### src/rtl/elevator_pkg.sv
// Shared types and constants for the lift call scheduler: floor geometry defaults,
// scheduler state encoding and sweep-direction constants.
package elevator_pkg;
  localparam int NFLOORS_DEF = 8;
  localparam int FLOOR_W_DEF = 3;

  typedef enum logic [1:0] {
    S_IDLE   = 2'd0,
    S_SELECT = 2'd1,
    S_ISSUE  = 2'd2,
    S_SERVE  = 2'd3
  } sched_state_e;

  localparam logic DIR_UP   = 1'b1;
  localparam logic DIR_DOWN = 1'b0;
endpackage

### src/rtl/elevator_call_scheduler_if.sv
// Scheduler <-> buttons/lift FSM bundle. master = lift/button side, slave = scheduler.
interface elevator_call_scheduler_if #(
  parameter int NFLOORS = 8,
  parameter int FLOOR_W = 3
);
  logic [NFLOORS-1:0] call_req;
  logic [FLOOR_W-1:0] cur_floor;
  logic               car_idle;
  logic               tgt_ack;
  logic               arrive;
  logic [FLOOR_W-1:0] tgt_floor;
  logic               tgt_valid;
  logic               dir_up;
  logic [NFLOORS-1:0] pending;
  logic               busy;
  logic               fault;

  modport master (
    output call_req, cur_floor, car_idle, tgt_ack, arrive,
    input  tgt_floor, tgt_valid, dir_up, pending, busy, fault
  );

  modport slave (
    input  call_req, cur_floor, car_idle, tgt_ack, arrive,
    output tgt_floor, tgt_valid, dir_up, pending, busy, fault
  );
endinterface

### src/rtl/elevator_call_select.sv
// Combinational SCAN picker: nearest pending floor ahead in the sweep direction,
// else nearest behind (direction flips), else the current floor itself.
module elevator_call_select
  import elevator_pkg::*;
#(
  parameter int NFLOORS = NFLOORS_DEF,
  parameter int FLOOR_W = FLOOR_W_DEF
) (
  input  logic [NFLOORS-1:0] pending_i,
  input  logic [FLOOR_W-1:0] cur_floor_i,
  input  logic               dir_up_i,
  output logic [FLOOR_W-1:0] sel_floor_o,
  output logic               sel_dir_o,
  output logic               sel_found_o
);
  logic               cur_ok;
  logic               up_found, dn_found, here_found;
  logic [FLOOR_W-1:0] up_fl, dn_fl;

  assign cur_ok = ({1'b0, cur_floor_i} < (FLOOR_W+1)'(NFLOORS));

  // Descending scan leaves the lowest floor above; ascending scan leaves the highest below.
  always_comb begin
    up_found = 1'b0;
    up_fl    = '0;
    dn_found = 1'b0;
    dn_fl    = '0;
    for (int i = NFLOORS-1; i >= 0; i--) begin
      if (cur_ok && pending_i[i] && (FLOOR_W'(i) > cur_floor_i)) begin
        up_found = 1'b1;
        up_fl    = FLOOR_W'(i);
      end
    end
    for (int j = 0; j < NFLOORS; j++) begin
      if (cur_ok && pending_i[j] && (FLOOR_W'(j) < cur_floor_i)) begin
        dn_found = 1'b1;
        dn_fl    = FLOOR_W'(j);
      end
    end
  end

  assign here_found = cur_ok && pending_i[cur_floor_i];

  always_comb begin
    sel_floor_o = cur_floor_i;
    sel_found_o = here_found;
    sel_dir_o   = ~dir_up_i;
    if (dir_up_i == DIR_UP) begin
      if (up_found) begin
        sel_floor_o = up_fl;
        sel_dir_o   = DIR_UP;
        sel_found_o = 1'b1;
      end else if (dn_found) begin
        sel_floor_o = dn_fl;
        sel_dir_o   = DIR_DOWN;
        sel_found_o = 1'b1;
      end
    end else begin
      if (dn_found) begin
        sel_floor_o = dn_fl;
        sel_dir_o   = DIR_DOWN;
        sel_found_o = 1'b1;
      end else if (up_found) begin
        sel_floor_o = up_fl;
        sel_dir_o   = DIR_UP;
        sel_found_o = 1'b1;
      end
    end
  end
endmodule

### src/rtl/elevator_call_scheduler.sv
// Collective (SCAN) lift call scheduler: latches calls, picks a target, offers it over
// valid/ack and clears calls on arrival. ELEV_SCHED_WATCHDOG_EN adds an arrival watchdog.
module elevator_call_scheduler
  import elevator_pkg::*;
#(
  parameter int NFLOORS = NFLOORS_DEF,
  parameter int FLOOR_W = FLOOR_W_DEF,
  parameter int TIMEOUT = 127
) (
  input logic clk_i,
  input logic rst_ni,
  elevator_call_scheduler_if.slave bus
);
  sched_state_e       state_q, state_d;
  logic [NFLOORS-1:0] pend_q, pend_d, clr_arr, clr_wd;
  logic [FLOOR_W-1:0] tgt_q, tgt_d, sel_floor;
  logic               dir_q, dir_d, sel_dir, sel_found;
  logic               cur_ok, wd_to;

  assign cur_ok = ({1'b0, bus.cur_floor} < (FLOOR_W+1)'(NFLOORS));

  always_comb begin
    clr_arr = '0;
    if (bus.arrive && cur_ok) clr_arr[bus.cur_floor] = 1'b1;
  end

`ifdef ELEV_SCHED_WATCHDOG_EN
  localparam int WD_W = $clog2(TIMEOUT+1);
  logic [WD_W-1:0] wd_q;
  logic            fault_q;

  // An arrival on the expiry cycle wins, so the timeout never fires alongside arrive.
  assign wd_to = (state_q == S_SERVE) && !bus.arrive && (wd_q == WD_W'(TIMEOUT-1));

  always_comb begin
    clr_wd = '0;
    if (wd_to) clr_wd[tgt_q] = 1'b1;
  end

  always_ff @(posedge clk_i or negedge rst_ni) begin
    if (!rst_ni) begin
      wd_q    <= '0;
      fault_q <= 1'b0;
    end else begin
      if (state_q == S_ISSUE && bus.tgt_ack) wd_q <= '0;
      else if (state_q == S_SERVE)           wd_q <= wd_q + 1'b1;
      if (wd_to) fault_q <= 1'b1;
    end
  end

  assign bus.fault = fault_q;
`else
  assign wd_to     = 1'b0;
  assign clr_wd    = '0;
  assign bus.fault = 1'b0;
`endif

  // Clear beats set when a call and an arrival hit the same floor together.
  assign pend_d = (pend_q | bus.call_req) & ~(clr_arr | clr_wd);

  elevator_call_select #(
    .NFLOORS (NFLOORS),
    .FLOOR_W (FLOOR_W)
  ) u_select (
    .pending_i   (pend_q),
    .cur_floor_i (bus.cur_floor),
    .dir_up_i    (dir_q),
    .sel_floor_o (sel_floor),
    .sel_dir_o   (sel_dir),
    .sel_found_o (sel_found)
  );

  always_comb begin
    state_d = state_q;
    tgt_d   = tgt_q;
    dir_d   = dir_q;
    case (state_q)
      S_IDLE:   if (|pend_q && bus.car_idle) state_d = S_SELECT;
      S_SELECT: begin
        // A same-cycle arrival may have emptied the call set; nothing left to offer.
        if (pend_d == '0 || !sel_found) begin
          state_d = S_IDLE;
        end else begin
          tgt_d   = sel_floor;
          dir_d   = sel_dir;
          state_d = S_ISSUE;
        end
      end
      S_ISSUE:  if (bus.tgt_ack) state_d = S_SERVE;
      S_SERVE:  if (bus.arrive || wd_to) state_d = S_IDLE;
      default:  state_d = S_IDLE;
    endcase
  end

  always_ff @(posedge clk_i or negedge rst_ni) begin
    if (!rst_ni) begin
      state_q <= S_IDLE;
      pend_q  <= '0;
      tgt_q   <= '0;
      dir_q   <= DIR_UP;
    end else begin
      state_q <= state_d;
      pend_q  <= pend_d;
      tgt_q   <= tgt_d;
      dir_q   <= dir_d;
    end
  end

  assign bus.tgt_floor = tgt_q;
  assign bus.tgt_valid = (state_q == S_ISSUE);
  assign bus.dir_up    = dir_q;
  assign bus.pending   = pend_q;
  assign bus.busy      = (state_q != S_IDLE);
endmodule
### src/flat_wrapper.sv
// flat-port wrapper written by rule: the top's interface ports become plain ports
module elevator_call_scheduler_flat import elevator_pkg::*;
#(
  parameter int NFLOORS = NFLOORS_DEF,
  parameter int FLOOR_W = FLOOR_W_DEF,
  parameter int TIMEOUT = 127
)
  (clk_i, rst_ni, bus_call_req, bus_cur_floor, bus_car_idle, bus_tgt_ack, bus_arrive, bus_tgt_floor, bus_tgt_valid, bus_dir_up, bus_pending, bus_busy, bus_fault);
  elevator_call_scheduler_if #(.NFLOORS(NFLOORS), .FLOOR_W(FLOOR_W)) bus_i ();
  input logic clk_i;
  input logic rst_ni;
  input wire logic [$bits(bus_i.call_req)-1:0] bus_call_req;
  input wire logic [$bits(bus_i.cur_floor)-1:0] bus_cur_floor;
  input wire logic [$bits(bus_i.car_idle)-1:0] bus_car_idle;
  input wire logic [$bits(bus_i.tgt_ack)-1:0] bus_tgt_ack;
  input wire logic [$bits(bus_i.arrive)-1:0] bus_arrive;
  output wire logic [$bits(bus_i.tgt_floor)-1:0] bus_tgt_floor;
  output wire logic [$bits(bus_i.tgt_valid)-1:0] bus_tgt_valid;
  output wire logic [$bits(bus_i.dir_up)-1:0] bus_dir_up;
  output wire logic [$bits(bus_i.pending)-1:0] bus_pending;
  output wire logic [$bits(bus_i.busy)-1:0] bus_busy;
  output wire logic [$bits(bus_i.fault)-1:0] bus_fault;
  assign bus_i.call_req = bus_call_req;
  assign bus_i.cur_floor = bus_cur_floor;
  assign bus_i.car_idle = bus_car_idle;
  assign bus_i.tgt_ack = bus_tgt_ack;
  assign bus_i.arrive = bus_arrive;
  assign bus_tgt_floor = bus_i.tgt_floor;
  assign bus_tgt_valid = bus_i.tgt_valid;
  assign bus_dir_up = bus_i.dir_up;
  assign bus_pending = bus_i.pending;
  assign bus_busy = bus_i.busy;
  assign bus_fault = bus_i.fault;
  elevator_call_scheduler #(.NFLOORS(NFLOORS), .FLOOR_W(FLOOR_W), .TIMEOUT(TIMEOUT)) u_core (.clk_i(clk_i), .rst_ni(rst_ni), .bus(bus_i));
endmodule
### config.mk
export PLATFORM = sky130hd
export DESIGN_NAME = elevator_call_scheduler_flat
export DESIGN_NICKNAME = d
export VERILOG_FILES = /design/src/rtl/elevator_pkg.sv /design/src/rtl/elevator_call_scheduler_if.sv /design/src/rtl/elevator_call_select.sv /design/src/rtl/elevator_call_scheduler.sv /design/src/flat_wrapper.sv
export SDC_FILE = /design/constraint.sdc
export NUM_CORES = 1
export LEC_CHECK = 0
export ABC_AREA = 1
export BUFFER_PORTS_ARGS = -buffer_cell sky130_fd_sc_hd__buf_4
export CELL_PAD_IN_SITES_DETAIL_PLACEMENT = 1
export CELL_PAD_IN_SITES_GLOBAL_PLACEMENT = 2
export CORE_UTILIZATION = 28
export CTS_BUF_LIST = sky130_fd_sc_hd__clkbuf_8
export DETAILED_ROUTE_END_ITERATION = 16
export HOLD_SLACK_MARGIN = 0.06
export PLACE_DENSITY = 0.89
export SYNTH_ARGS = -nofsm -noshare
export SYNTH_HDL_FRONTEND = slang
export SYNTH_HIERARCHICAL = 1
export SYNTH_SLANG_ARGS = --single-unit
### constraint.sdc
create_clock -name clk_i -period 1.89 [get_ports clk_i]
set_clock_uncertainty 0.05 [all_clocks]
set_input_delay 0.0945 -clock clk_i [delete_from_list [all_inputs] [get_ports clk_i]]
set_output_delay 0.0945 -clock clk_i [all_outputs]
set_load 0.005 [all_outputs]
# Word-level counts from Yosys, hierarchy flattened
# Cells that the tools add are included.
[totals]
ff_bits = 14
output_inout_bits = 15
wordCells = 115
[op_classes]
magnitude_cmp = 18
eq_ne = 6
mux = 56
bitwise = 5
reduce_logical = 26
[op_table]
columns = ["operator", "n"]
rows = [
  ["3-bit 2-to-1 mux", 19],
  ["1-bit 2-to-1 mux", 29],
  ["1-bit logical AND", 18],
  ["3-bit greater-than comparator (first input constant)", 4],
  ["3-bit < comparator (first input constant)", 4],
  ["8-bit bitwise AND", 1],
  ["8-bit logical NOT", 1],
  ["2-bit 2-to-1 mux", 4],
  ["8-bit 2-to-1 mux", 1],
  ["8-bit inverter", 1],
  ["8-bit OR", 1],
  ["2-bit one-hot mux with 4 select lines", 1],
  ["8-bit OR reduction", 1],
  ["1-bit by 3-bit greater-than comparator with 1-bit output (first input constant)", 2],
  ["2-bit by 3-bit greater-than comparator with 1-bit output (first input constant)", 2],
  ["1-bit by 3-bit < comparator with 1-bit output (first input constant)", 2],
  ["2-bit by 3-bit < comparator with 1-bit output (first input constant)", 2],
  ["2-bit == test (second input constant)", 2],
  ["3-bit by 4-bit < comparator with 1-bit output (second input constant)", 1],
  ["2-bit inequality test (second input constant)", 2],
  ["1-bit binary-select mux with 3-bit select", 1],
  ["1-bit demux with 3-bit select", 1],
  ["3-bit by 1-bit greater-or-equal comparator with 1-bit output (second input constant)", 1],
  ["3-bit AND reduction", 1],
  ["8 further kinds", 9],
]

# Logic depth before layout (Yosys ltp)
# Gate-level depths: netlist of run 1.
[depth]
word_depth = 17
ltp_mapped = 13
ltp_nobuf = 12

# Hierarchy
# The synthesis of run 1 kept the hierarchy.
[modules_own_cells]
columns = ["mod", "n_inst", "cells_per_inst", "area_per_inst_um2", "seq_area_each_um2"]
rows = [
  ["elevator_call_scheduler", 1, 97, 748.2, 351.6],
  ["elevator_call_select", 1, 92, 450.4, 0.0],
]

# Worst setup path after synthesis of run 1
# Ideal clock, no wire load.
[synth_path]
path_kind = "flip-flop to flip-flop"
startpoint = "reg u_core.pend_q[3] (netlist: u_core/bus.pending[3])"
endpoint = "reg with a tool-made name"
setup_time_ps = 121
arrival_ps = 1325
required_ps = 1719
path_slack_ps = 395
path_stages_with_launch = 10
synth_period_minus_slack_ps = 1495
cell_sequence = "dfrtp_1 > nand3_2 > nand2_1 > nor2_2 > nand2_2 > nor2_4 > nand2_1 > and3_1 > nand2_4 > nand2_1"
[synth_rtl]
columns = ["element", "line", "source"]
rows = [
  ["start, declared", "elevator_call_scheduler.sv:15", "logic [NFLOORS-1:0] pend_q, pend_d, clr_arr, clr_wd;"],
  ["start signal, assigned", "elevator_call_scheduler.sv:103", "pend_q <= pend_d;"],
]

# Worst setup path after layout of run 1
[layout_path]
startpoint = "reg u_core.pend_q[2] (netlist: u_core/bus.pending[2])"
endpoint = "reg u_core.tgt_q[0] (netlist: u_core/bus.tgt_floor[0])"
[layout_via]
elab_chain_len = 14
word_cells_on_any_way = 39
[layout_rtl]
columns = ["element", "line", "source"]
rows = [
  ["1-bit logical AND", "elevator_call_select.sv:35", "if (cur_ok && pending_i[j] && (FLOOR_W'(j) < cur_floor_i)) begin"],
  ["1-bit 2-to-1 mux (6 in a row)", "elevator_call_select.sv:35", ""],
  ["1-bit 2-to-1 mux", "elevator_call_select.sv:53", "end else if (dn_found) begin"],
  ["1-bit 2-to-1 mux", "elevator_call_select.sv:49", "if (up_found) begin"],
  ["1-bit 2-to-1 mux (*)", "elevator_call_select.sv:48", "if (dir_up_i == DIR_UP) begin"],
  ["net u_core.sel_found", "elevator_call_scheduler.sv:17", "logic dir_q, dir_d, sel_dir, sel_found;"],
  ["1-bit logical NOT (*)", "elevator_call_scheduler.sv:81", "if (pend_d == '0 || !sel_found) begin"],
  ["1-bit logical OR (*)", "elevator_call_scheduler.sv:81", ""],
  ["1-bit inverter (no source line) (*)", "--", ""],
  ["2-bit AND reduction (no source line) (*)", "--", ""],
  ["end signal, assigned", "elevator_call_scheduler.sv:104", "tgt_q <= tgt_d;"],
  ["end, declared", "elevator_call_scheduler.sv:16", "logic [FLOOR_W-1:0] tgt_q, tgt_d, sel_floor;"],
]
# The timed path passes the listed nets; every way through them passes the cells marked *. The select of a mux whose other input is x is not followed.
# A chain may end at the register's enable or synchronous reset.

==> results of run 1 <==
-- cell type report --
| cell class | count | area share (%) |
|---|---|---|
| Multi-Input combinational cell | 146 | 47.0 |
| Inverter | 26 | 6.37 |
| Sequential cell | 14 | 23.0 |
| Timing Repair Buffer | 32 | 16.0 |
| Tap cell | 50 | 4.08 |
| Clock buffer | 4 | 3.59 |
-- cell usage after synthesis --
cell and number:
sky130_fd_sc_hd__nand4_1 1, sky130_fd_sc_hd__buf_4 1, sky130_fd_sc_hd__conb_1 1, sky130_fd_sc_hd__a31oi_1 1, sky130_fd_sc_hd__and3_1 1, sky130_fd_sc_hd__or2_1 3
sky130_fd_sc_hd__o21ai_1 2, sky130_fd_sc_hd__nand2_4 3, sky130_fd_sc_hd__inv_1 22, sky130_fd_sc_hd__or2_0 2, sky130_fd_sc_hd__nand3_1 13, sky130_fd_sc_hd__buf_6 2
sky130_fd_sc_hd__dfrtp_1 13, sky130_fd_sc_hd__nor2_2 8, sky130_fd_sc_hd__nand3_2 1, sky130_fd_sc_hd__o211ai_1 1, sky130_fd_sc_hd__o21ai_0 7, sky130_fd_sc_hd__nand2_1 64
sky130_fd_sc_hd__nor2_1 16, sky130_fd_sc_hd__nand2_2 10, sky130_fd_sc_hd__a21oi_1 4, sky130_fd_sc_hd__nor2_4 4, sky130_fd_sc_hd__dfstp_2 1, sky130_fd_sc_hd__or2_2 3
sky130_fd_sc_hd__a22oi_1 1, sky130_fd_sc_hd__inv_2 4
-- cells by family after synthesis --
logic type / Yosys count / synth area share [%]
buffers and inverters: 29 / 10.6
AND/OR/NAND/NOR: 129 / 52.5
flip-flops: 14 / 29.3
other: 1 / 0.313
AO/OA/AOI/OAI: 16 / 7.20
-- cell usage in the layout, fill, tap and decap left out, types with 2 or more instances in the layout --
| master | count |
|---|---|
| sky130_fd_sc_hd__nand2_1 | 64 |
| sky130_fd_sc_hd__nor2_2 | 8 |
| sky130_fd_sc_hd__nand2_4 | 3 |
| sky130_fd_sc_hd__clkbuf_8 | 4 |
| sky130_fd_sc_hd__nand3_1 | 13 |
| sky130_fd_sc_hd__nor2_1 | 16 |
| sky130_fd_sc_hd__dfrtp_1 | 13 |
| sky130_fd_sc_hd__a21oi_1 | 4 |
| sky130_fd_sc_hd__buf_4 | 30 |
| sky130_fd_sc_hd__o21ai_1 | 2 |
| sky130_fd_sc_hd__o21ai_0 | 7 |
| sky130_fd_sc_hd__inv_1 | 22 |
| sky130_fd_sc_hd__or2_2 | 3 |
| sky130_fd_sc_hd__or2_1 | 3 |
| sky130_fd_sc_hd__dlygate4sd3_1 | 2 |
| sky130_fd_sc_hd__or2_0 | 2 |
| sky130_fd_sc_hd__nor2_4 | 4 |
| sky130_fd_sc_hd__nand2_2 | 10 |
| sky130_fd_sc_hd__inv_2 | 4 |
-- registers in the layout (all words and copies together), names as in the netlist, named ones only --
signal and cells:
u_core/bus.pending 8, u_core/bus.tgt_floor 3, u_core/bus.dir_up 1, u_core/state_q 1
-- tightest hold or removal path: stages --
cell                      delay [ns]
sky130_fd_sc_hd__buf_4          0.09
sky130_fd_sc_hd__nor2_1         0.04
sky130_fd_sc_hd__nand2_1        0.05
sky130_fd_sc_hd__nand2_1        0.05
-- metrics by stage --
stage	power, W	utilization [%]	worst slack (ns)
after floorplan	0.000733	-	0.395
after global placement	0.000949	35.9	0.233
after detailed placement	0.000957	35.9	0.204
after CTS	0.00127	37.7	0.178
after global routing	0.00135	37.7	0.0406
final	0.00125	37.7	0.186
-- power by group --
part           internal, W  switching, W
sequential        0.000376     0.0000673
clock             0.000184      0.000112
combinational     0.000230      0.000279
total             0.000790      0.000459
-- path summary, 6_finish.rpt --
check | end | slack, ns
setup / recovery | u_core/bus.tgt_floor[0] | 0.19
hold / removal | u_core/state_q[0] | 0.06
min in group asynchronous | u_core/bus.tgt_floor[2] | 0.23
setup reg to reg | u_core/bus.tgt_floor[0] | 0.19
max in group asynchronous | u_core/bus.dir_up | 1.32
hold reg to reg | u_core/bus.tgt_floor[1] | 0.44
-- layer usage --
layer  wire [um]  track usage, %  vias up
li1            -               -      643
met1        1670            22.2      571
met2        1710            30.4       15
met3          60            1.69        2
met4          28            4.79        0
met5           0               0        -
==> impl_results.html, run 1 <==
<table>
<tr><th>Metric</th><th>Value</th></tr>
<tr><th colspan="2">Run status</th></tr>
<tr><td>Outcome</td><td>completed</td></tr>
<tr><th colspan="2">Setup path</th></tr>
<tr><td>Kind of critical path</td><td>reg2reg</td></tr>
<tr><td>Most used cell along the critical path</td><td>sky130_fd_sc_hd__nand2_1</td></tr>
<tr><td>Largest stage delay on the critical path</td><td>0.45 ns</td></tr>
<tr><td>Arrival time worst endpoint</td><td>1.84 ns</td></tr>
<tr><td>Critical Path Start</td><td>u_core/bus.pending[2]</td></tr>
<tr><td>Kind of launch point of the worst setup path</td><td>flip-flop</td></tr>
<tr><td>CP max stage cell</td><td>sky130_fd_sc_hd__dfrtp_1</td></tr>
<tr><td>Delay-heaviest family, CP</td><td>simple AND/OR/NAND/NOR gates</td></tr>
<tr><td>R2r startpoint</td><td>u_core/bus.pending[2]</td></tr>
<tr><td>Critical path depth</td><td>10</td></tr>
<tr><td>Cell-by-cell listing of the critical path</td><td>nand2_1 &gt; nand2_1 &gt; nor2_2 &gt; nand2_2 &gt; nor2_4 &gt; nand2_1 &gt; and3_1 &gt; nand2_4 &gt; nand2_1 &gt; nand2_1</td></tr>
<tr><td>Required time at the worst-slack endpoint</td><td>2.02 ns</td></tr>
<tr><td>Buffers and inverters on the worst path</td><td>0</td></tr>
<tr><td>Worst Setup End Kind</td><td>flip-flop</td></tr>
<tr><td>Worst reg-to-reg path cell count</td><td>10</td></tr>
<tr><td>Critical path fanouts, max</td><td>6</td></tr>
<tr><th colspan="2">Floorplanning</th></tr>
<tr><td>Core box area</td><td>slightly above 0.004 mm2</td></tr>
<tr><td>Initial core utilization</td><td>29.5%</td></tr>
<tr><td>Height of the die</td><td>around 67 um</td></tr>
<tr><td>Placement Rows</td><td>23</td></tr>
<tr><td>DIE AREA</td><td>0.00455 mm2</td></tr>
<tr><td>I/O pin count</td><td>31</td></tr>
<tr><td>Die boundary width</td><td>67.4 um</td></tr>
<tr><th colspan="2">Synth</th></tr>
<tr><td>Post-Synthesis Net Count</td><td>205</td></tr>
<tr><td>Warning count from the yosys run</td><td>6</td></tr>
<tr><td>Area of the mapped netlist</td><td>about 0.0012 mm2</td></tr>
<tr><td>Share of synthesized area occupied by flip-flops and latches</td><td>29.3%</td></tr>
<tr><td>Synth Area per Inst</td><td>6.34 um2</td></tr>
<tr><td>Post-synthesis register bit count</td><td>14</td></tr>
<tr><td>Count of different cell masters after synthesis</td><td>26</td></tr>
<tr><td>Cells taking the most area after synthesis</td><td>sky130_fd_sc_hd__dfrtp_1 27%, sky130_fd_sc_hd__nand2_1 20%, sky130_fd_sc_hd__inv_1 6.9%</td></tr>
<tr><td>Most area-hungry cell type in the Yosys netlist</td><td>sky130_fd_sc_hd__dfrtp_1</td></tr>
<tr><td>Count of mapped cells out of synthesis</td><td>189</td></tr>
<tr><td>Portion of synthesized cell area occupied by the leading cell type</td><td>between 20% and 30%</td></tr>
<tr><th colspan="2">STA</th></tr>
<tr><td>Unrepaired setup endpoints after global routing</td><td>no</td></tr>
<tr><td>Shortest clock period the worst path allows after layout</td><td>1.70 ns</td></tr>
<tr><td>Worst hold-check slack</td><td>0.0593 ns</td></tr>
<tr><td>Setup Total Neg Slack</td><td>0 ns</td></tr>
<tr><td>Share of the clock period used by the worst path after layout</td><td>90.2%</td></tr>
<tr><td>Max Transition Viols Final</td><td>0</td></tr>
<tr><td>Final number of setup-violating endpoints</td><td>0</td></tr>
<tr><td>Max Fclk</td><td>587 MHz</td></tr>
<tr><td>Final hold vios</td><td>0</td></tr>
<tr><th colspan="2">Hold path</th></tr>
<tr><td>Tightest Hold Check Type</td><td>in2reg</td></tr>
<tr><td>Hold_sp</td><td>bus_arrive</td></tr>
<tr><td>Hold Path Stages</td><td>4</td></tr>
<tr><th colspan="2">Clock tree</th></tr>
<tr><td>Total CTS buffers</td><td>3</td></tr>
<tr><td>Post-cts resize count</td><td>0</td></tr>
<tr><td>Post-CTS Setup Repair Bufs</td><td>0</td></tr>
<tr><td># clock sinks</td><td>14</td></tr>
<tr><td>Hold bufs inserted after CTS</td><td>2</td></tr>
<tr><td>Deepest clock path buffer count</td><td>2</td></tr>
<tr><td>TritonCTS clock tree</td><td>built</td></tr>
<tr><td>Source-to-sink clock delay at the later pin of the worst-skew pair</td><td>0.24 ns</td></tr>
<tr><td># H-tree levels</td><td>1</td></tr>
<tr><td>Buffer type at the clock tree root</td><td>sky130_fd_sc_hd__clkbuf_8</td></tr>
<tr><td>Clock slew seen by the registers of the worst setup and hold paths</td><td>0.06 ns</td></tr>
<tr><th colspan="2">Detailed routing</th></tr>
<tr><td>Per-cell routed wire length</td><td>12.8 um</td></tr>
<tr><td>WL final</td><td>3470 um</td></tr>
<tr><td>Routed vias</td><td>1,231</td></tr>
<tr><td>DR pass1 iterations</td><td>3</td></tr>
<tr><td>Number of vias per cell after detailed routing</td><td>approximately 4.5</td></tr>
<tr><td>Iteration-0 DRC count of the detailed router</td><td>33</td></tr>
<tr><td>Number of nets with antenna violations after detailed routing</td><td>0</td></tr>
<tr><td>Detailed-route DRC error count</td><td>0</td></tr>
<tr><th colspan="2">Layout</th></tr>
<tr><td>Fraction of layout cells with a size suffix above 1</td><td>30.6%</td></tr>
<tr><td>Area growth, synth to finish</td><td>27.8%</td></tr>
<tr><td>Antenna diode instance count</td><td>0</td></tr>
<tr><td>Final standard cell area without fillers</td><td>~0.0015 mm2</td></tr>
<tr><td>Number of cells in the finished layout apart from fillers</td><td>roughly 270</td></tr>
<tr><td>Fill count</td><td>542</td></tr>
<tr><td>Register cell area after layout</td><td>between 300 and 400 um2</td></tr>
<tr><td>Multi-input combinational cell area</td><td>a little over 700 um2</td></tr>
<tr><td>Nets</td><td>239</td></tr>
<tr><th colspan="2">Placement</th></tr>
<tr><td>Routability cong.</td><td>0.865</td></tr>
<tr><td>Placed cell areas</td><td>0.00146 mm2</td></tr>
<tr><td>Quantity of I/O buffers inserted on ports</td><td>29</td></tr>
<tr><td># placed instances</td><td>266</td></tr>
<tr><td>Dpl hpwl</td><td>between 2000 and 3000 um</td></tr>
<tr><th colspan="2">Global route</th></tr>
<tr><td>Initial antenna violation count</td><td>0</td></tr>
<tr><td>Aggregate global-route resource usage</td><td>around 17%</td></tr>
<tr><td>Number of global-route vias before repair</td><td>approximately 1,200</td></tr>
<tr><td>First-pass GRT wire length</td><td>a little under 6000 um</td></tr>
<tr><td>Total global routing overflow</td><td>0</td></tr>
<tr><td>Maximum number of pins on one net before global-route repair</td><td>15</td></tr>
<tr><th colspan="2">Pwr</th></tr>
<tr><td>Max IR drop VDD</td><td>0.000351 V</td></tr>
<tr><td>Leakage power</td><td>0.815 nW</td></tr>
<tr><td>Power density normalized to cell area</td><td>roughly 820 mW/mm2</td></tr>
<tr><th colspan="2">Run</th></tr>
<tr><td>Max-cap check violation count</td><td>0</td></tr>
</table>
No activity file was read; power rests on OpenSTA's default activity.
==> inputs of run 2 (changes only) <==
CORE_UTILIZATION = 27   (was 28)
CTS_BUF_LIST = sky130_fd_sc_hd__clkbuf_8 sky130_fd_sc_hd__clkbuf_16   (was sky130_fd_sc_hd__clkbuf_8)
PLACE_DENSITY = 0.86   (was 0.89)
==> impl_results.html, run 2 (synthesized netlist as in run 1, its figures left out) <==
<table>
<tr><th>Metric</th><th>Value</th></tr>
<tr><th colspan="2">Clock tree</th></tr>
<tr><td>Deepest clock path buffer count</td><td>2</td></tr>
<tr><td>Source-to-sink clock delay at the later pin of the worst-skew pair</td><td>about 0.24 ns</td></tr>
<tr><td># clock sinks</td><td>14</td></tr>
<tr><td>Total CTS buffers</td><td>3</td></tr>
<tr><td>Buffer type at the clock tree root</td><td>sky130_fd_sc_hd__clkbuf_8</td></tr>
<tr><td>Clock slew seen by the registers of the worst setup and hold paths</td><td>0.06 ns</td></tr>
<tr><td>TritonCTS clock tree</td><td>built</td></tr>
<tr><td># H-tree levels</td><td>1</td></tr>
<tr><th colspan="2">Setup path</th></tr>
<tr><td>Arrival time worst endpoint</td><td>1.76 ns</td></tr>
<tr><td>Required time at the worst-slack endpoint</td><td>1.97 ns</td></tr>
<tr><td>CP max stage cell</td><td>sky130_fd_sc_hd__dfrtp_1</td></tr>
<tr><td>Kind of critical path</td><td>reg2reg</td></tr>
<tr><td>Largest stage delay on the critical path</td><td>0.46 ns</td></tr>
<tr><td>Kind of launch point of the worst setup path</td><td>flip-flop</td></tr>
<tr><td>Most used cell along the critical path</td><td>sky130_fd_sc_hd__nand2_1</td></tr>
<tr><td>Worst Setup End Kind</td><td>flip-flop</td></tr>
<tr><td>R2r startpoint</td><td>u_core/bus.pending[3]</td></tr>
<tr><td>Critical Path Start</td><td>u_core/bus.pending[3]</td></tr>
<tr><td>Critical path fanouts, max</td><td>6</td></tr>
<tr><td>Cell-by-cell listing of the critical path</td><td>nand2_1 &gt; nand2_1 &gt; nor2_2 &gt; nand2_4 &gt; nor2_4 &gt; nand2_1 &gt; and3_2 &gt; nand3_1 &gt; nand2_1</td></tr>
<tr><th colspan="2">STA</th></tr>
<tr><td>Final hold vios</td><td>0</td></tr>
<tr><td>Shortest clock period the worst path allows after layout</td><td>1.68 ns</td></tr>
<tr><td>Unrepaired setup endpoints after global routing</td><td>no</td></tr>
<tr><td>Max Fclk</td><td>595 MHz</td></tr>
<tr><td>Final number of setup-violating endpoints</td><td>0</td></tr>
<tr><td>Setup Total Neg Slack</td><td>0 ns</td></tr>
<tr><td>Max Transition Viols Final</td><td>0</td></tr>
<tr><td>Share of the clock period used by the worst path after layout</td><td>88.9%</td></tr>
<tr><td>Setup slack after layout</td><td>between 0.2 and 0.25 ns</td></tr>
<tr><td>Worst hold-check slack</td><td>0.0615 ns</td></tr>
<tr><th colspan="2">Placement</th></tr>
<tr><td>Dpl hpwl</td><td>2850 um</td></tr>
<tr><td>Quantity of I/O buffers inserted on ports</td><td>29</td></tr>
<tr><td>Routability cong.</td><td>roughly 0.76</td></tr>
<tr><td>Worst setup timing slack at the placement stage</td><td>0.208 ns</td></tr>
<tr><th colspan="2">Hold path</th></tr>
<tr><td>Tightest Hold Check Type</td><td>in2reg</td></tr>
<tr><td>Hold_sp</td><td>bus_arrive</td></tr>
<tr><th colspan="2">Pwr</th></tr>
<tr><td>Power density normalized to cell area</td><td>810 mW/mm2</td></tr>
<tr><td>Leakage power</td><td>0.814 nW</td></tr>
<tr><td>Max IR drop VDD</td><td>0.000378 V</td></tr>
<tr><th colspan="2">Detailed routing</th></tr>
<tr><td>Per-cell routed wire length</td><td>12.5 um</td></tr>
<tr><td>Number of nets with antenna violations after detailed routing</td><td>0</td></tr>
<tr><td>WL final</td><td>3410 um</td></tr>
<tr><td>Iteration-0 DRC count of the detailed router</td><td>22</td></tr>
<tr><td>DR pass1 iterations</td><td>4</td></tr>
<tr><td>Routed vias</td><td>1,258</td></tr>
<tr><td>Detailed-route DRC error count</td><td>0</td></tr>
<tr><td>Number of vias per cell after detailed routing</td><td>4.63</td></tr>
<tr><th colspan="2">Global route</th></tr>
<tr><td>First-pass GRT wire length</td><td>5840 um</td></tr>
<tr><td>Total global routing overflow</td><td>0</td></tr>
<tr><td>Maximum number of pins on one net before global-route repair</td><td>15</td></tr>
<tr><td>Initial antenna violation count</td><td>0</td></tr>
<tr><td>Aggregate global-route resource usage</td><td>16.8%</td></tr>
<tr><td>Number of global-route vias before repair</td><td>between 1,000 and 1,500</td></tr>
<tr><th colspan="2">Floorplanning</th></tr>
<tr><td>I/O pin count</td><td>31</td></tr>
<tr><td>Placement Rows</td><td>23</td></tr>
<tr><td>DIE AREA</td><td>roughly 0.0047 mm2</td></tr>
<tr><td>Core box area</td><td>0.00414 mm2</td></tr>
<tr><td>Initial core utilization</td><td>28.9%</td></tr>
<tr><td>Die boundary width</td><td>68.6 um</td></tr>
<tr><td>Height of the die</td><td>68.6 um</td></tr>
<tr><th colspan="2">Layout</th></tr>
<tr><td>Nets</td><td>239</td></tr>
<tr><td>Commonest non-fill, non-tap cell in the layout</td><td>sky130_fd_sc_hd__nand2_1</td></tr>
<tr><td>Fraction of layout cells with a size suffix above 1</td><td>31.1%</td></tr>
<tr><td>Antenna diode instance count</td><td>0</td></tr>
<tr><td>Area growth, synth to finish</td><td>27.9%</td></tr>
<tr><td>Most used cells in the layout excluding fill and tap cells</td><td>64 x sky130_fd_sc_hd__nand2_1, 30 x sky130_fd_sc_hd__buf_4, 22 x sky130_fd_sc_hd__inv_1</td></tr>
<tr><td>Largest register FFs</td><td>8</td></tr>
<tr><th colspan="2">Run</th></tr>
<tr><td>Max-cap check violation count</td><td>0</td></tr>
<tr><th colspan="2">Run status</th></tr>
<tr><td>Outcome</td><td>completed</td></tr>
</table>
## run 2: cell count changes in the layout (fill, tap and decap cells not counted)
| cell | delta |
|---|---|
| sky130_fd_sc_hd__and3_1 | -1 |
| sky130_fd_sc_hd__and3_2 | +1 |
## run 2: metrics by stage
step                cells  instance area (um2)  power [W]  util [%]
floorplan             189                 1200   0.000733         -
global placement      266                 1460   0.000950      35.1
detailed placement    266                 1460   0.000958      35.1
CTS                   272                 1530    0.00126      37.0
global route          272                 1530    0.00136      37.0
finish                272                 1530    0.00124      37.0
## run 2: timing repair
action                                  in CTS  in global routing
setup buffers                                0                  0
endpoints found under the hold margin       15                  0
endpoints found under the setup margin       0                  3
hold buffers                                 2                  0
gates resized for setup                      0                  1
## run 2: worst paths after layout
check / endpoint / cells past startpoint / slack (ns)
worst max register to register: u_core/bus.tgt_floor[2] / 9 / 0.21
min in group asynchronous: u_core/bus.tgt_floor[0] / 2 / 0.19
worst min register to register: u_core/bus.tgt_floor[0] / 2 / 0.42
max in group asynchronous: u_core/bus.dir_up / 2 / 1.37
worst min-delay path: u_core/state_q[0] / 4 / 0.06
worst max-delay path: u_core/bus.tgt_floor[2] / 9 / 0.21
## run 2: critical path: cells and delay by family (launching register included)
kind / cells / cell delay [ns]
and+or+nand+nor: 9 / 1.06
DFF: 1 / 0.46
## run 2: power breakdown
group          leakage (nW)  internal, W  switching [W]
Clock                0.0288     0.000184       0.000105
Sequential            0.147     0.000376      0.0000696
Combinational         0.639     0.000232       0.000273
Total                 0.814     0.000793       0.000448
## run 2: metal layers
layer  track usage (%)  share of wire (%)  vias to the layer above
met5                 0                  0                        -
met4              4.69                1.0                        0
met3              2.14                2.2                        4
met2              29.3                 50                       20
met1              21.5                 46                      592
li1                  -                  -                      642
## run 2: final cells by class
class,instances,area (um2)
clock buffer,4,55.1
fill,564,2610
inverter,26,97.6
multi-input combinational,146,721
sequential,14,352
tap,50,62.6
timing repair buffer,32,245
==> inputs of run 3 (changes only) <==
PLACE_DENSITY = 0.84   (was 0.86)
==> impl_results.html, run 3 (synthesized netlist as in run 1, its figures left out) <==
<table>
<tr><th>Metric</th><th>Value</th></tr>
<tr><th colspan="2">Setup path</th></tr>
<tr><td>Terminus of the critical flop-to-flop path</td><td>u_core/state_q[0]</td></tr>
<tr><td>Critical Path Start</td><td>u_core/bus.pending[7]</td></tr>
<tr><td>Endpoint of the most critical setup path</td><td>u_core/state_q[0]</td></tr>
<tr><td>Critical path fanouts, max</td><td>6</td></tr>
<tr><td>Required time at the worst-slack endpoint</td><td>1.97 ns</td></tr>
<tr><td>Kind of launch point of the worst setup path</td><td>flip-flop</td></tr>
<tr><td>Worst reg-to-reg path cell count</td><td>7</td></tr>
<tr><td>Worst Setup End Kind</td><td>flip-flop</td></tr>
<tr><td>Worst-case register-to-register setup slack</td><td>0.19 ns</td></tr>
<tr><td>Arrival time worst endpoint</td><td>1.78 ns</td></tr>
<tr><td>Kind of critical path</td><td>reg2reg</td></tr>
<tr><td>R2r startpoint</td><td>u_core/bus.pending[7]</td></tr>
<tr><th colspan="2">Global route</th></tr>
<tr><td>First-pass GRT wire length</td><td>5800 um</td></tr>
<tr><td>Number of global-route vias before repair</td><td>1,312</td></tr>
<tr><td>Maximum number of pins on one net before global-route repair</td><td>15</td></tr>
<tr><td>Initial antenna violation count</td><td>0</td></tr>
<tr><td>Aggregate global-route resource usage</td><td>16.7%</td></tr>
<tr><td>Total global routing overflow</td><td>0</td></tr>
<tr><th colspan="2">Clock tree</th></tr>
<tr><td># H-tree levels</td><td>1</td></tr>
<tr><td>Buffer type at the clock tree root</td><td>sky130_fd_sc_hd__clkbuf_8</td></tr>
<tr><td># clock sinks</td><td>14</td></tr>
<tr><td>Total CTS buffers</td><td>3</td></tr>
<tr><td>Clock slew seen by the registers of the worst setup and hold paths</td><td>0.06 ns</td></tr>
<tr><td>Source-to-sink clock delay at the later pin of the worst-skew pair</td><td>roughly 0.24 ns</td></tr>
<tr><td>Deepest clock path buffer count</td><td>2</td></tr>
<tr><td>TritonCTS clock tree</td><td>built</td></tr>
<tr><td>Post-cts resize count</td><td>0</td></tr>
<tr><td>Post-CTS Setup Repair Bufs</td><td>0</td></tr>
<tr><th colspan="2">Floorplanning</th></tr>
<tr><td>DIE AREA</td><td>0.00471 mm2</td></tr>
<tr><td>I/O pin count</td><td>31</td></tr>
<tr><td>Die boundary width</td><td>roughly 69 um</td></tr>
<tr><td>Height of the die</td><td>between 60 and 70 um</td></tr>
<tr><td>Core box area</td><td>approximately 0.0041 mm2</td></tr>
<tr><td>Placement Rows</td><td>23</td></tr>
<tr><td>Initial core utilization</td><td>28.9%</td></tr>
<tr><th colspan="2">Layout</th></tr>
<tr><td>Final standard cell area without fillers</td><td>between 0.0015 and 0.002 mm2</td></tr>
<tr><td>Area growth, synth to finish</td><td>28.0%</td></tr>
<tr><td>Commonest non-fill, non-tap cell in the layout</td><td>sky130_fd_sc_hd__nand2_1</td></tr>
<tr><td>Antenna diode instance count</td><td>0</td></tr>
<tr><td>Nets</td><td>239</td></tr>
<tr><td>Largest register FFs</td><td>8</td></tr>
<tr><td>Most used cells in the layout excluding fill and tap cells</td><td>64 x sky130_fd_sc_hd__nand2_1, 29 x sky130_fd_sc_hd__buf_4, 22 x sky130_fd_sc_hd__inv_1</td></tr>
<tr><td>Fraction of layout cells with a size suffix above 1</td><td>30.2%</td></tr>
<tr><th colspan="2">Pwr</th></tr>
<tr><td>Cell internal pwr</td><td>0.000807 W</td></tr>
<tr><td>Combinational fraction of design power</td><td>41.5%</td></tr>
<tr><td>Max IR drop VDD</td><td>0.000451 V</td></tr>
<tr><td>Power density normalized to cell area</td><td>820 mW/mm2</td></tr>
<tr><td>Switching power of the nets</td><td>0.000451 W</td></tr>
<tr><td>Leakage power</td><td>0.815 nW</td></tr>
<tr><td>Proportion of total power due to net switching</td><td>35.9%</td></tr>
<tr><td>Part of the total power dissipated in sequential elements</td><td>35.2%</td></tr>
<tr><td>Power share of the clock group</td><td>23.4%</td></tr>
<tr><th colspan="2">Detailed routing</th></tr>
<tr><td>Routed vias</td><td>1,243</td></tr>
<tr><td>Per-cell routed wire length</td><td>~12 um</td></tr>
<tr><td>DR pass1 iterations</td><td>4</td></tr>
<tr><td>Number of nets with antenna violations after detailed routing</td><td>0</td></tr>
<tr><td>Number of vias per cell after detailed routing</td><td>about 4.6</td></tr>
<tr><td>Iteration-0 DRC count of the detailed router</td><td>30</td></tr>
<tr><td>WL final</td><td>~3400 um</td></tr>
<tr><td>Detailed-route DRC error count</td><td>0</td></tr>
<tr><th colspan="2">Hold path</th></tr>
<tr><td>Tightest Hold Check Type</td><td>in2reg</td></tr>
<tr><td>Hold Path Stages</td><td>4</td></tr>
<tr><th colspan="2">STA</th></tr>
<tr><td>Shortest clock period the worst path allows after layout</td><td>1.70 ns</td></tr>
<tr><td>Share of the clock period used by the worst path after layout</td><td>between 90 and 100%</td></tr>
<tr><td>Max Transition Viols Final</td><td>0</td></tr>
<tr><td>Final number of setup-violating endpoints</td><td>0</td></tr>
<tr><td>Final hold vios</td><td>0</td></tr>
<tr><td>Unrepaired setup endpoints after global routing</td><td>no</td></tr>
<tr><td>Max Fclk</td><td>587 MHz</td></tr>
<tr><td>Setup Total Neg Slack</td><td>0 ns</td></tr>
<tr><th colspan="2">Placement</th></tr>
<tr><td>Routability cong.</td><td>0.759</td></tr>
<tr><td>Quantity of I/O buffers inserted on ports</td><td>29</td></tr>
<tr><td>Placed cell areas</td><td>0.00145 mm2</td></tr>
<tr><td>Dpl hpwl</td><td>~2800 um</td></tr>
<tr><th colspan="2">Run status</th></tr>
<tr><td>Outcome</td><td>completed</td></tr>
<tr><th colspan="2">Run</th></tr>
<tr><td>Max-cap check violation count</td><td>0</td></tr>
</table>
[run 3: layout make-up]
cell class / instances / area [um2]
Clock buffer: 4 / 55.1
Tap cell: 50 / 62.6
Timing Repair Buffer: 32 / 248
Fill cell: 568 / 2610
Inverter: 26 / 97.6
Multi-Input combinational cell: 146 / 719
Sequential cell: 14 / 352
[run 3: through the flow]
| stage | util [%] | std cells | hold WS [ns] | setup WS, ns | power, W |
|---|---|---|---|---|---|
| CTS | 37.0 | 272 | 0.105 | 0.160 | 0.00128 |
| global placement | 35.0 | 265 | -0.0950 | 0.252 | 0.000948 |
| global route | 37.0 | 272 | 0.128 | 0.0284 | 0.00136 |
| finish | 37.0 | 272 | 0.111 | 0.187 | 0.00126 |
| floorplan | - | 189 | -0.251 | 0.395 | 0.000733 |
| detailed placement | 35.0 | 265 | -0.0916 | 0.222 | 0.000955 |
[run 3: repair_timing]
| item | in CTS | in global routing |
|---|---|---|
| endpoints found under the hold margin | 15 | 0 |
| setup endpoints to repair | 0 | 0 |
| hold buffers | 3 | 0 |
[run 3: worst min path at each step]
stage | from | end
final | bus_call_req[0] | u_core/bus.pending[0]
after global placement | rst_ni | u_core/bus.tgt_floor[2]
after floorplan | rst_ni | async pin
after CTS | bus_call_req[0] | u_core/bus.pending[0]
after detailed placement | rst_ni | u_core/bus.tgt_floor[0]
after global routing | bus_call_req[0] | u_core/bus.pending[0]
[run 3: power by group through the flow]
stage	logic, W	clock network, W	registers [W]
3_3_place_gp	0.000496	0	0.000452
5_1_grt	0.000596	0.000314	0.000456
6_report	0.000522	0.000294	0.000442
4_1_cts	0.000531	0.000303	0.000444
2_1_floorplan	0.000298	0	0.000435
3_5_place_dp	0.000508	0	0.000448
[run 3: critical path, stage by stage, from the launching register on]
cell and delay [ns]:
sky130_fd_sc_hd__dfrtp_1 0.45, sky130_fd_sc_hd__nor2_1 0.15, sky130_fd_sc_hd__nand4_1 0.12, sky130_fd_sc_hd__nand2_1 0.08, sky130_fd_sc_hd__nand2_1 0.05, sky130_fd_sc_hd__o211ai_1 0.07, sky130_fd_sc_hd__nand2_1 0.06, sky130_fd_sc_hd__dlygate4sd3_1 0.55
[run 3: per-layer routing]
| metal | up-vias | share of wire (%) | GRT usage (%) |
|---|---|---|---|
| met5 | - | 0 | 0 |
| met4 | 0 | 1.1 | 4.69 |
| met3 | 4 | 3.0 | 2.47 |
| met2 | 22 | 47 | 29.7 |
| met1 | 574 | 49 | 20.8 |
| li1 | 643 | - | - |
